File: config.mk
export PLATFORM = sky130hd
export DESIGN_NAME = fetch_stage
export DESIGN_NICKNAME = d
export VERILOG_FILES = /design/src/rtl/fetch_stage.sv
export SDC_FILE = /design/constraint.sdc
export NUM_CORES = 1
export LEC_CHECK = 0
export BUFFER_PORTS_ARGS = -buffer_cell sky130_fd_sc_hd__buf_2
export CORE_ASPECT_RATIO = 1.25
export CORE_MARGIN = 4
export CORE_UTILIZATION = 55
export DETAILED_ROUTE_END_ITERATION = 7
export PLACE_DENSITY_LB_ADDON = 0.25
export SYNTH_ARGS = -nofsm -noshare
export SYNTH_HDL_FRONTEND = slang
export SYNTH_SLANG_ARGS = --single-unit
File: constraint.sdc
create_clock -name clock -period 9.62 [get_ports clock]
set_clock_uncertainty 0.1 [all_clocks]
set_input_delay 1.924 -clock clock [delete_from_list [all_inputs] [get_ports clock]]
set_output_delay 1.924 -clock clock [all_outputs]
set_load 0.1 [all_outputs]
File: src/rtl/fetch_stage.sv
// Instruction fetch stage: owns the fetch PC, issues credit-limited word
// requests, drops stale responses after redirects and feeds the IF/ID register.
module fetch_stage #(
    parameter logic [31:0] RESET_PC = 32'h0000_0000,
    parameter int unsigned DEPTH    = 2
) (
    input  logic        clock,
    input  logic        reset,
    output logic        imem_req_valid,
    output logic [31:0] imem_req_addr,
    input  logic        imem_req_ready,
    input  logic        imem_resp_valid,
    input  logic [31:0] imem_resp_data,
    input  logic        redirect_valid,
    input  logic [31:0] redirect_pc,
    input  logic        stall,
    output logic        if_id_valid,
    output logic [31:0] if_id_instr,
    output logic [31:0] if_id_pc,
    output logic [31:0] if_id_pc_plus4,
    output logic [7:0]  Op
);
    localparam int AW = $clog2(DEPTH);
    localparam int CW = $clog2(DEPTH + 1);

    logic [31:0]   r_fetch_pc;
    logic [CW-1:0] r_out;
    logic [CW-1:0] r_drop;
    logic [31:0]   r_tag [DEPTH];
    logic [AW-1:0] r_tag_wp;
    logic [AW-1:0] r_tag_rp;
    logic [31:0]   r_fi [DEPTH];
    logic [31:0]   r_fp [DEPTH];
    logic [AW-1:0] r_f_wp;
    logic [AW-1:0] r_f_rp;
    logic [CW-1:0] r_fcnt;
    logic          r_if_valid;
    logic [31:0]   r_if_instr;
    logic [31:0]   r_if_pc;

    logic [CW:0]   w_sum;
    logic          w_fire;
    logic          w_resp;
    logic          w_drop_now;
    logic          w_push;
    logic          w_pop;
    logic [31:0]   w_redir_pc;
    logic [31:0]   w_tag_pc;

    assign w_sum      = {1'b0, r_fcnt} + {1'b0, r_out};
    assign w_redir_pc = redirect_pc & ~32'd3;
    assign w_tag_pc   = r_tag[r_tag_rp];

    // A request needs a free credit: buffered plus in-flight below DEPTH.
    assign imem_req_valid = !reset && !redirect_valid
                            && (w_sum < (CW+1)'(DEPTH));
    assign imem_req_addr  = r_fetch_pc;

    assign w_fire     = imem_req_valid && imem_req_ready;
    assign w_resp     = imem_resp_valid && (r_out != '0);
    assign w_drop_now = w_resp && (r_drop != '0);
    assign w_push     = w_resp && (r_drop == '0) && !redirect_valid;
    assign w_pop      = !redirect_valid && !stall && (r_fcnt != '0);

    assign if_id_valid    = r_if_valid;
    assign if_id_instr    = r_if_instr;
    assign if_id_pc       = r_if_pc;
    assign if_id_pc_plus4 = r_if_pc + 32'd4;
    assign Op             = r_if_instr[31:24];

    // Fetch PC, in-flight count, drop count and tag queue pointers.
    always_ff @(posedge clock or posedge reset) begin
        if (reset) begin
            r_fetch_pc <= RESET_PC;
            r_out      <= '0;
            r_drop     <= '0;
            r_tag_wp   <= '0;
            r_tag_rp   <= '0;
        end else if (redirect_valid) begin
            r_fetch_pc <= w_redir_pc;
            r_out      <= r_out - CW'(w_resp);
            r_drop     <= r_out - CW'(w_resp);
            r_tag_rp   <= r_tag_rp + AW'(w_resp);
        end else begin
            if (w_fire) begin
                r_fetch_pc <= r_fetch_pc + 32'd4;
                r_tag_wp   <= r_tag_wp + AW'(1);
            end
            r_out    <= r_out + CW'(w_fire) - CW'(w_resp);
            r_tag_rp <= r_tag_rp + AW'(w_resp);
            if (w_drop_now)
                r_drop <= r_drop - CW'(1);
        end
    end

    // Prefetch buffer pointers and occupancy; a redirect empties it.
    always_ff @(posedge clock or posedge reset) begin
        if (reset) begin
            r_f_wp <= '0;
            r_f_rp <= '0;
            r_fcnt <= '0;
        end else if (redirect_valid) begin
            r_f_wp <= '0;
            r_f_rp <= '0;
            r_fcnt <= '0;
        end else begin
            r_f_wp <= r_f_wp + AW'(w_push);
            r_f_rp <= r_f_rp + AW'(w_pop);
            r_fcnt <= r_fcnt + CW'(w_push) - CW'(w_pop);
        end
    end

    // IF/ID register: redirect kills, stall holds, otherwise load or bubble.
    always_ff @(posedge clock or posedge reset) begin
        if (reset) begin
            r_if_valid <= 1'b0;
            r_if_instr <= '0;
            r_if_pc    <= '0;
        end else if (redirect_valid) begin
            r_if_valid <= 1'b0;
        end else if (!stall) begin
            r_if_valid <= w_pop;
            if (w_pop) begin
                r_if_instr <= r_fi[r_f_rp];
                r_if_pc    <= r_fp[r_f_rp];
            end
        end
    end

    // Storage for request tags and buffered {instr, pc} entries.
    always_ff @(posedge clock) begin
        if (w_fire)
            r_tag[r_tag_wp] <= imem_req_addr;
        if (w_push) begin
            r_fi[r_f_wp] <= imem_resp_data;
            r_fp[r_f_wp] <= w_tag_pc;
        end
    end

endmodule

==> results of run 1 <==
[logic make-up (layout without fill, tap and decap cells)]
group,count (synthesis),count (layout)
fa+ha+maj,11,11
simple gates,235,235
other cells,1,7
compound gates,136,136
flops,287,287
mux,93,93
buf+inv,71,276
xor+xnor,38,38
[worst max-delay path by stage]
stage	startpoint	to	slack [ns]	cells after the start
finish	redirect_valid	imem_req_valid	4.24	4
CTS	redirect_valid	imem_req_valid	4.23	4
floorplan	if_id_pc[5]	if_id_pc_plus4[29]	3.86	6
global placement	redirect_valid	imem_req_valid	4.25	4
global route	redirect_valid	imem_req_valid	4.20	4
detailed placement	redirect_valid	imem_req_valid	4.23	4
[layer usage]
metal / share of wire, % / routed length [um] / vias up
met2: 49 / 11600 / 255
met5: 0 / 0 / -
met4: 2.3 / 543 / 0
met1: 42 / 9820 / 3572
met3: 6.2 / 1460 / 34
li1: - / - / 3559
[worst max-delay path, delay by kind of cell]
family	cells	cell delay, ns
buffers and inverters	3	0.89
and+or+nand+nor	1	0.53
[stage by stage]
stage / setup WS, ns / instances
3_5_place_dp: 4.23 / 1306
6_report: 4.24 / 1357
4_1_cts: 4.23 / 1356
2_1_floorplan: 3.86 / 877
5_1_grt: 4.20 / 1356
3_3_place_gp: 4.25 / 1306
[layout make-up]
class                      count  share of cell area [%]
sequential                   287                    58.3
tap                          274                    2.47
multi-input combinational    519                    24.6
timing repair buffer         207                    7.60
clock buffer                  39                    5.69
inverter                      19                   0.531
antenna                        1                  0.0180
clock inverter                11                   0.765
[placed cells by master (no fill, tap or decap), drive strengths merged, types with 2 or more instances in the layout]
cell type,count
a21o,2
a21oi,9
a22oi,2
a31oi,5
and2,5
and3,14
and4,6
buf,207
bufinv,2
clkbuf,39
clkinv,7
conb,6
dfrtp,103
edfxtp,184
ha,10
inv,21
mux2,30
mux2i,63
nand2,124
nand3,22
nand3b,4
nand4,13
nor2,21
nor2b,8
nor3,6
nor4,9
o211ai,7
o21ai,94
o311ai,13
xnor2,23
xor2,15
[flip-flops by register name (all words and copies together), names as in the netlist]
name,count
r_tag_wp,1
r_fcnt,2
r_out,2
if_id_valid,1
r_f_rp,1
r_tag_rp,1
if_id_instr,32
r_drop,2
r_fi,64
imem_req_addr,30
r_fp,60
if_id_pc,30
r_f_wp,1
r_tag,60
==> run_results.csv, run 1 <==
group,metric,value,unit
clocking,post_cts.repair.setup_buffers,0,
synthesis,ys_seq_area_share,68.5,%
synthesis,synth.area.top_cells,"edfxtp_1, dfrtp_1, mux2i_1, o21ai_0, nand2_1",
detailed_routing,routedWlPerCell,17.2,um
setup_path,end_kind,"primary output",
placed_design,place_congestion,0.844,
synthesis,synth_top_family_by_area,"simple AND/OR/NAND/NOR gates",
setup_path,path_class,"input pin to primary output",
detailed_routing,wl,23.4,mm
timing,worst_pin_slew,1.27,ns
floorplan,start_util,56.4,%
hold_path,hold_start,"if_id_instr[20]",
clocking,insertion_delay,0.54,ns
setup_path,crit_fanout,57,
detailed_routing,drtIter0Drc,418,
hold_path,hold_end,"if_id_instr[20]",
hold_path,hp-class,"flop to flop",
synthesis,synth.top_cells.by_count,"edfxtp_1, nand2_1, dfrtp_1, o21ai_0, mux2i_1",
setup_path,timing.rr.end,"r_out[1]",
timing,whs,0.374,ns
global_routing,grt_overflow,0,
synthesis,synth_edf_count,184,
final_layout,drive_gt1_share,27.0,%
final_layout,seqCellArea,8110,um2
synthesis,synthAdderAreaFrac,1.23,%
clocking,numCtsBuffers,27,
final_layout,utilization,66.3,%
global_routing,grtUsageMet2,33.1,%
final_layout,finish.net_count,1142,
global_routing,grt_pass1_vias,7280,
global_routing,gr-usage-met3,3.24,%
synthesis,synth_compound_area_share,6.58,%
setup_path,r2r_start,"r_out[0]",
floorplan,die_y,172,um
global_routing,busiest_layer,"met2",
clocking,cts_resized,0,
placed_design,portBuffers,199,
global_routing,grt_usage,19.1,%
global_routing,grt_pass1_wl,37.4,mm
detailed_routing,dr.pass1.iters,7,
clocking,clk_pin_slew_worst_paths,0.06,ns
synthesis,ys_ff_latch,287,
timing,period_share,56.0,%
detailed_routing,vias_per_cell,5.47,
synthesis,synth.distinct_cells,49,
setup_path,rrSetupSlack,5.79,ns
floorplan,rows,59,
clocking,cts_max_level,1,
setup_path,timing.critical_path.from_type,"input pin",
setup_path,path_cells,"buf_2 > buf_4 > nor4_4 > buf_2",
job,drv_cap,0,
synthesis,synth.avg_cell_area,13.6,um2
clocking,clockBufferDepth,3,
synthesis,synth_xor_area_share,2.81,%
synthesis,synthSimpleGateAreaFrac,9.78,%
final_layout,area_delta_synth_final,17.5,%
setup_path,cpPeakStageDelay,0.53,ns
synthesis,synth.most_common_cell,"edfxtp_1",
final_layout,n_fill_cell,1560,
final_layout,finalInstanceArea,13900,um2
setup_path,crit_required,7.60,ns
synthesis,muxShareOfSynthArea,8.19,%
timing,rsz0062_at_grt,"no",
detailed_routing,via_count,7420,
setup_path,worstPathArrival,3.36,ns
floorplan,die-width,139,um
placed_design,placed_area,13000,um2
synthesis,syn_area,11800,um2
run_status,status,"complete, no violations",
timing,relSlewSlack,15.3,%
detailed_routing,drc,0,
placed_design,dp_hpwl,15.1,mm
synthesis,synth_cells,872,
hold_path,hold_depth,2,
floorplan,io_pins,208,
timing,finalSetupTns,0,ns
clocking,cts_tree,"done",
timing,layout_min_cycle_time,5.38,ns
setup_path,crit_slowest_cell,"nor4_4",
floorplan,core,21000,um2
clocking,cts.sinks,287,
setup_path,ff2ff_path_depth,11,
timing,drv_slew,0,
timing,finalHoldViolCount,0,
final_layout,multiInputGateArea,3420,um2
global_routing,grt_max_degree,125,
setup_path,worst_path_most_repeated_cell,"buf_2",
clocking,cts_root_buf,"clkbuf_16",
global_routing,use_met1,25.3,%
timing,setup_viol,0,
synthesis,async_flop_share,35.9,%
floorplan,design.die.area,23900,um2
synthesis,ys_dominant_reg_cell,"edfxtp_1",
timing,fmax,186,MHz
global_routing,antenna_found_initial,0,
detailed_routing,ant_nets,0,
synthesis,yosysTopAreaCell,"edfxtp_1",
clocking,ctsHoldBuffers,0,
synthesis,yosys_warnings,0,
synthesis,synth_top_area_share,46.7,%
Power of run 1 is left out: the tool's default activity adds up to more than one toggle a clock period on the data nets, which glitch-free logic cannot reach.
==> run 2: changes to the inputs <==
--- a/config.mk
+++ b/config.mk
@@ -5,10 +5,11 @@
 export SDC_FILE = /design/constraint.sdc
 export NUM_CORES = 1
 export LEC_CHECK = 0
+export ABC_AREA = 1
 export BUFFER_PORTS_ARGS = -buffer_cell sky130_fd_sc_hd__buf_2
 export CORE_ASPECT_RATIO = 1.25
 export CORE_MARGIN = 4
-export CORE_UTILIZATION = 55
+export CORE_UTILIZATION = 51
 export DETAILED_ROUTE_END_ITERATION = 7
 export PLACE_DENSITY_LB_ADDON = 0.25
 export SYNTH_ARGS = -nofsm -noshare
==> constraint.sdc (replaced) <==
create_clock -name clock -period 4.45 [get_ports clock]
set_clock_uncertainty 0.1 [all_clocks]
set_input_delay 0.89 -clock clock [delete_from_list [all_inputs] [get_ports clock]]
set_output_delay 0.89 -clock clock [all_outputs]
set_load 0.1 [all_outputs]
==> run_results.csv, run 2 <==
group,metric,value,unit
timing,worst_pin_slew,1.14,ns
floorplan,io_pins,208,
placed_design,place_inst,1703,
final_layout,reg.largest.list,"r_fi x64, r_fp x60, r_tag x60",
clocking,clk_pin_slew_worst_paths,0.06,ns
final_layout,largest-register,"r_fi",
floorplan,die_y,182,um
detailed_routing,vias_per_cell,4.97,
job,drv_cap,0,
synthesis,syn_area,12400,um2
synthesis,async_flop_share,35.9,%
detailed_routing,routedWlPerCell,15.5,um
global_routing,grt_max_degree,126,
clocking,clockBufferDepth,3,
setup_path,end_kind,"primary output",
final_layout,area_delta_synth_final,18.0,%
detailed_routing,wl,27.1,mm
global_routing,grt_pass1_vias,8457,
placed_design,portBuffers,199,
clocking,cts_resized,0,
synthesis,synth.area.top_cells,"edfxtp_1, dfrtp_1, nand2_1, nor2_1, a31oi_1",
timing,rsz0062_at_grt,"no",
timing,relSlewSlack,24.0,%
timing,period_share,79.8,%
final_layout,drive_gt1_share,20.0,%
floorplan,start_util,52.0,%
timing,fmax,282,MHz
synthesis,yosys_warnings,0,
timing,whs,0.224,ns
timing,layout_min_cycle_time,3.55,ns
placed_design,placed_area,13700,um2
synthesis,synth.avg_cell_area,10.2,um2
final_layout,instances_no_fill,1754,
final_layout,finish.net_count,1488,
floorplan,design.die.area,26900,um2
clocking,insertion_delay,0.53,ns
detailed_routing,drc,0,
final_layout,layout_commonest_cell,"nand2_1",
clocking,ctsHoldBuffers,0,
synthesis,ys_seq_area_share,65.4,%
hold_path,hp-class,"input pin to async pin",
synthesis,synth.top_cells.by_count,"nand2_1, edfxtp_1, nor2_1, dfrtp_1, inv_1",
final_layout,largest_reg_flops,64,
timing,finalSetupTns,0,ns
run_status,status,"complete, no violations",
floorplan,rows,63,
synthesis,synth_cells,1219,
setup_path,crit_fanout,5,
global_routing,grt_usage,20.0,%
clocking,cts_root_buf,"clkbuf_16",
synthesis,yosysTopAreaCell,"edfxtp_1",
synthesis,ys_ff_latch,287,
synthesis,synth.most_common_cell,"nand2_1",
placed_design,place_congestion,0.905,
setup_path,path_class,"flop to primary output",
clocking,cts_max_level,1,
timing,setup_viol,0,
detailed_routing,drtIter0Drc,450,
setup_path,crit_required,3.46,ns
clocking,numCtsBuffers,27,
detailed_routing,dr.pass1.iters,5,
floorplan,die-width,147,um
detailed_routing,via_count,8712,
synthesis,synth.distinct_cells,36,
timing,finalHoldViolCount,0,
synthesis,ys_dominant_reg_cell,"edfxtp_1",
floorplan,core,23800,um2
synthesis,synth_edf_count,184,
timing,drv_slew,0,
setup_path,timing.critical_path.from_type,"flop",
clocking,cts_tree,"done",
global_routing,grt_pass1_wl,43.5,mm
global_routing,grt_overflow,0,
synthesis,synth_top_area_share,44.6,%
final_layout,finalInstanceArea,14600,um2
detailed_routing,ant_nets,0,
clocking,cts.sinks,287,
clocking,post_cts.repair.setup_buffers,0,
setup_path,worstPathArrival,2.56,ns
placed_design,dp_hpwl,18.1,mm
final_layout,final_cell_mix,"nand2_1, buf_2, edfxtp_1, nor2_1, dfrtp_1",
global_routing,antenna_found_initial,1,
[run 2: stage by stage]
stage | utilization [%] | worst slack, ns
2_1_floorplan | - | 0.0655
3_3_place_gp | 57.4 | 0.952
3_5_place_dp | 57.4 | 0.899
4_1_cts | 61.4 | 0.873
5_1_grt | 61.4 | 0.735
6_report | 61.4 | 0.898
[run 2: logic make-up after synthesis]
family	count (synthesis)	synth area share [%]
XOR/XNOR	38	2.69
buffers and inverters	137	4.78
AO/OA/AOI/OAI	101	4.79
flip-flops	287	65.4
AND/OR/NAND/NOR	644	21.1
adder cells (fa/ha/maj)	11	1.17
other	1	0.0303
[run 2: final timing paths]
check,start,endpoint,slack (ns),cells after the start
min in group clock,if_id_valid,if_id_valid,0.42,2
worst max-delay path,if_id_pc[2],if_id_pc_plus4[18],0.90,6
worst max register to register,r_out[0],r_out[1],1.81,11
worst min register to register,if_id_valid,if_id_valid,0.42,2
worst min-delay path,reset,r_drop[1],0.22,2
max in group asynchronous,reset,if_id_pc[10],2.41,4
[run 2: worst max-delay path, cell delays in order, from the launching register on]
cell and delay (ns):
dfrtp_1 0.43, ha_1 0.26, nand3_4 0.15, nor3_1 0.38
nand3_1 0.22, xnor2_2 0.15, buf_2 0.44
[run 2: final cells by class]
| cell class | count | area [um2] |
|---|---|---|
| inverter | 82 | 312 |
| timing repair buffer | 209 | 1110 |
| antenna | 1 | 2.50 |
| clock buffer | 37 | 754 |
| sequential | 287 | 8100 |
| multi-input combinational | 800 | 3740 |
| fill | 2022 | 9180 |
| clock inverter | 13 | 199 |
| tap | 325 | 407 |
[run 2: layer usage]
metal  global-route usage [%]  part of all wire (%)  vias up
li1                         -                     -     4372
met1                     25.8                    42     4078
met2                     35.3                    50      213
met3                     2.63                   5.1       49
met4                     6.01                   2.5        0
met5                        0                     0        -
Power of run 2 is left out for the same reason.
==> run 3: changes to the inputs <==
--- a/config.mk
+++ b/config.mk
@@ -5,11 +5,11 @@
 export SDC_FILE = /design/constraint.sdc
 export NUM_CORES = 1
 export LEC_CHECK = 0
-export ABC_AREA = 1
+export ABC_AREA = 0
 export BUFFER_PORTS_ARGS = -buffer_cell sky130_fd_sc_hd__buf_2
 export CORE_ASPECT_RATIO = 1.25
 export CORE_MARGIN = 4
-export CORE_UTILIZATION = 51
+export CORE_UTILIZATION = 55
 export DETAILED_ROUTE_END_ITERATION = 7
 export PLACE_DENSITY_LB_ADDON = 0.25
 export SYNTH_ARGS = -nofsm -noshare
==> constraint.sdc (replaced) <==
create_clock -name clock -period 3.3 [get_ports clock]
set_clock_uncertainty 0.1 [all_clocks]
set_input_delay 0.66 -clock clock [delete_from_list [all_inputs] [get_ports clock]]
set_output_delay 0.66 -clock clock [all_outputs]
set_load 0.1 [all_outputs]
==> run_results.csv, run 3 (synthesized netlist as in run 1, its figures left out) <==
group,metric,value,unit
run_status,status,"complete, no violations",
detailed_routing,vias_per_cell,5.47,
floorplan,core,21000,um2
floorplan,die-width,139,um
floorplan,start_util,56.4,%
detailed_routing,drc,0,
detailed_routing,routedWlPerCell,17.6,um
timing,rsz0062_at_grt,"yes",
timing,relSlewSlack,23.3,%
setup_path,crit_fanout,4,
setup_path,end_kind,"primary output",
global_routing,antenna_found_initial,0,
hold_path,hp-class,"input pin to async pin",
timing,finalHoldViolCount,0,
placed_design,dp_hpwl,16.5,mm
timing,fmax,312,MHz
final_layout,drive_gt1_share,33.9,%
setup_path,path_class,"flop to primary output",
timing,layout_min_cycle_time,3.21,ns
final_layout,reg.largest.list,"r_fi x64, r_fp x60, r_tag x60",
setup_path,path_cells,"and2_4 > fa_1 > nor4_4 > buf_4 > buf_4",
setup_path,worstPathArrival,2.45,ns
setup_path,crit_slowest_cell,"fa_1",
clocking,numCtsBuffers,27,
timing,setup_slack,0.0933,ns
global_routing,grt_pass1_vias,7426,
placed_design,portBuffers,199,
final_layout,largest_reg_flops,64,
final_layout,finish.net_count,1158,
timing,drv_slew,0,
setup_path,cpPeakStageDelay,0.51,ns
final_layout,diodes,0,
timing,setup_viol,0,
detailed_routing,wl,24.1,mm
global_routing,grt_usage,19.9,%
timing,worst_pin_slew,1.15,ns
floorplan,io_pins,208,
global_routing,grt_overflow,0,
clocking,insertion_delay,0.52,ns
clocking,cts_max_level,1,
floorplan,rows,59,
clocking,clockBufferDepth,3,
clocking,cts_tree,"done",
final_layout,final_cell_mix,"edfxtp_1, buf_2, nand2_1, o21ai_0, dfrtp_1",
placed_design,pre_cts_slack,0.285,ns
floorplan,die_y,172,um
job,drv_cap,0,
detailed_routing,ant_nets,0,
setup_path,timing.critical_path.from_type,"flop",
setup_path,crit_required,2.54,ns
detailed_routing,via_count,7502,
detailed_routing,dr.pass1.iters,5,
global_routing,grt_pass1_wl,38.8,mm
global_routing,grt_max_degree,128,
timing,period_share,97.2,%
setup_path,worst_path_most_repeated_cell,"buf_4",
floorplan,design.die.area,23900,um2
final_layout,area_delta_synth_final,24.7,%
clocking,clk_pin_slew_worst_paths,0.06,ns
detailed_routing,drtIter0Drc,439,
clocking,cts.sinks,287,
placed_design,place_congestion,0.857,
clocking,cts_root_buf,"clkbuf_16",
final_layout,largest-register,"r_fi",
final_layout,layout_commonest_cell,"edfxtp_1",
## run 3: cell count changes in the layout (fill, tap and decap cells not counted), sizes merged, moves of 13 or more
cell    before  now
buf        209  223
o21ai       32   94
nor2       139   21
nand2      450  124
mux2i        0   63
inv         81   20
and3         1   14
mux2         0   30
o311ai       0   13
a31oi       62    5
## run 3: path summary, 6_finish.rpt
check                             startpoint           endpoint  slack, ns  depth (start not counted)
max                                r_fcnt[0]     imem_req_valid       0.09                          5
min in group clock         imem_resp_data[6]         r_fi[0][6]       0.22                          1
max in group asynchronous              reset     if_id_instr[4]       2.38                          3
min                                    reset  imem_req_addr[29]       0.06                          2
max reg2reg                        r_fcnt[0]  imem_req_addr[14]       0.32                          7
min reg2reg                  if_id_instr[19]    if_id_instr[19]       0.37                          2
## run 3: final cells by class
class	instances	area (um2)
tap	274	343
fill	1450	6220
multi-input combinational	519	3870
inverter	19	82.6
sequential	287	8130
clock inverter	15	185
clock buffer	35	736
timing repair buffer	223	1410
## run 3: per-stage QoR
step           hold WS [ns]  instance area, um2  utilization, %  setup TNS, ns  cells
2_1_floorplan         0.405               12300               -         -17.59    877
3_3_place_gp          0.357               13700            65.3              0   1314
3_5_place_dp          0.365               13700            65.3              0   1314
4_1_cts              0.0494               14700            70.0              0   1366
5_1_grt              0.0644               14700            70.4        -0.0456   1372
6_report             0.0593               14700            70.4              0   1372
## run 3: worst max-delay path, delay by kind of cell (launching register included)
family / cells / cell delay, ns
flops: 1 / 0.42
buf+inv: 2 / 0.49
simple gates: 2 / 0.51
fa+ha+maj: 1 / 0.51
## run 3: metal layers
layer | track usage (%) | share of wire [%]
met5 | 0 | 0
met4 | 5.06 | 1.8
met3 | 2.79 | 5.4
met2 | 34.9 | 51
met1 | 26.8 | 42
## run 3: what timing repair did
item / CTS / global route
buffers inserted: 2 / 6
endpoints found under the setup margin: 17 / 11
pin swaps: 3 / 5
gates resized for setup: 19 / 7
hold buffers: 0 / 0
Power of run 3 is left out for the same reason.
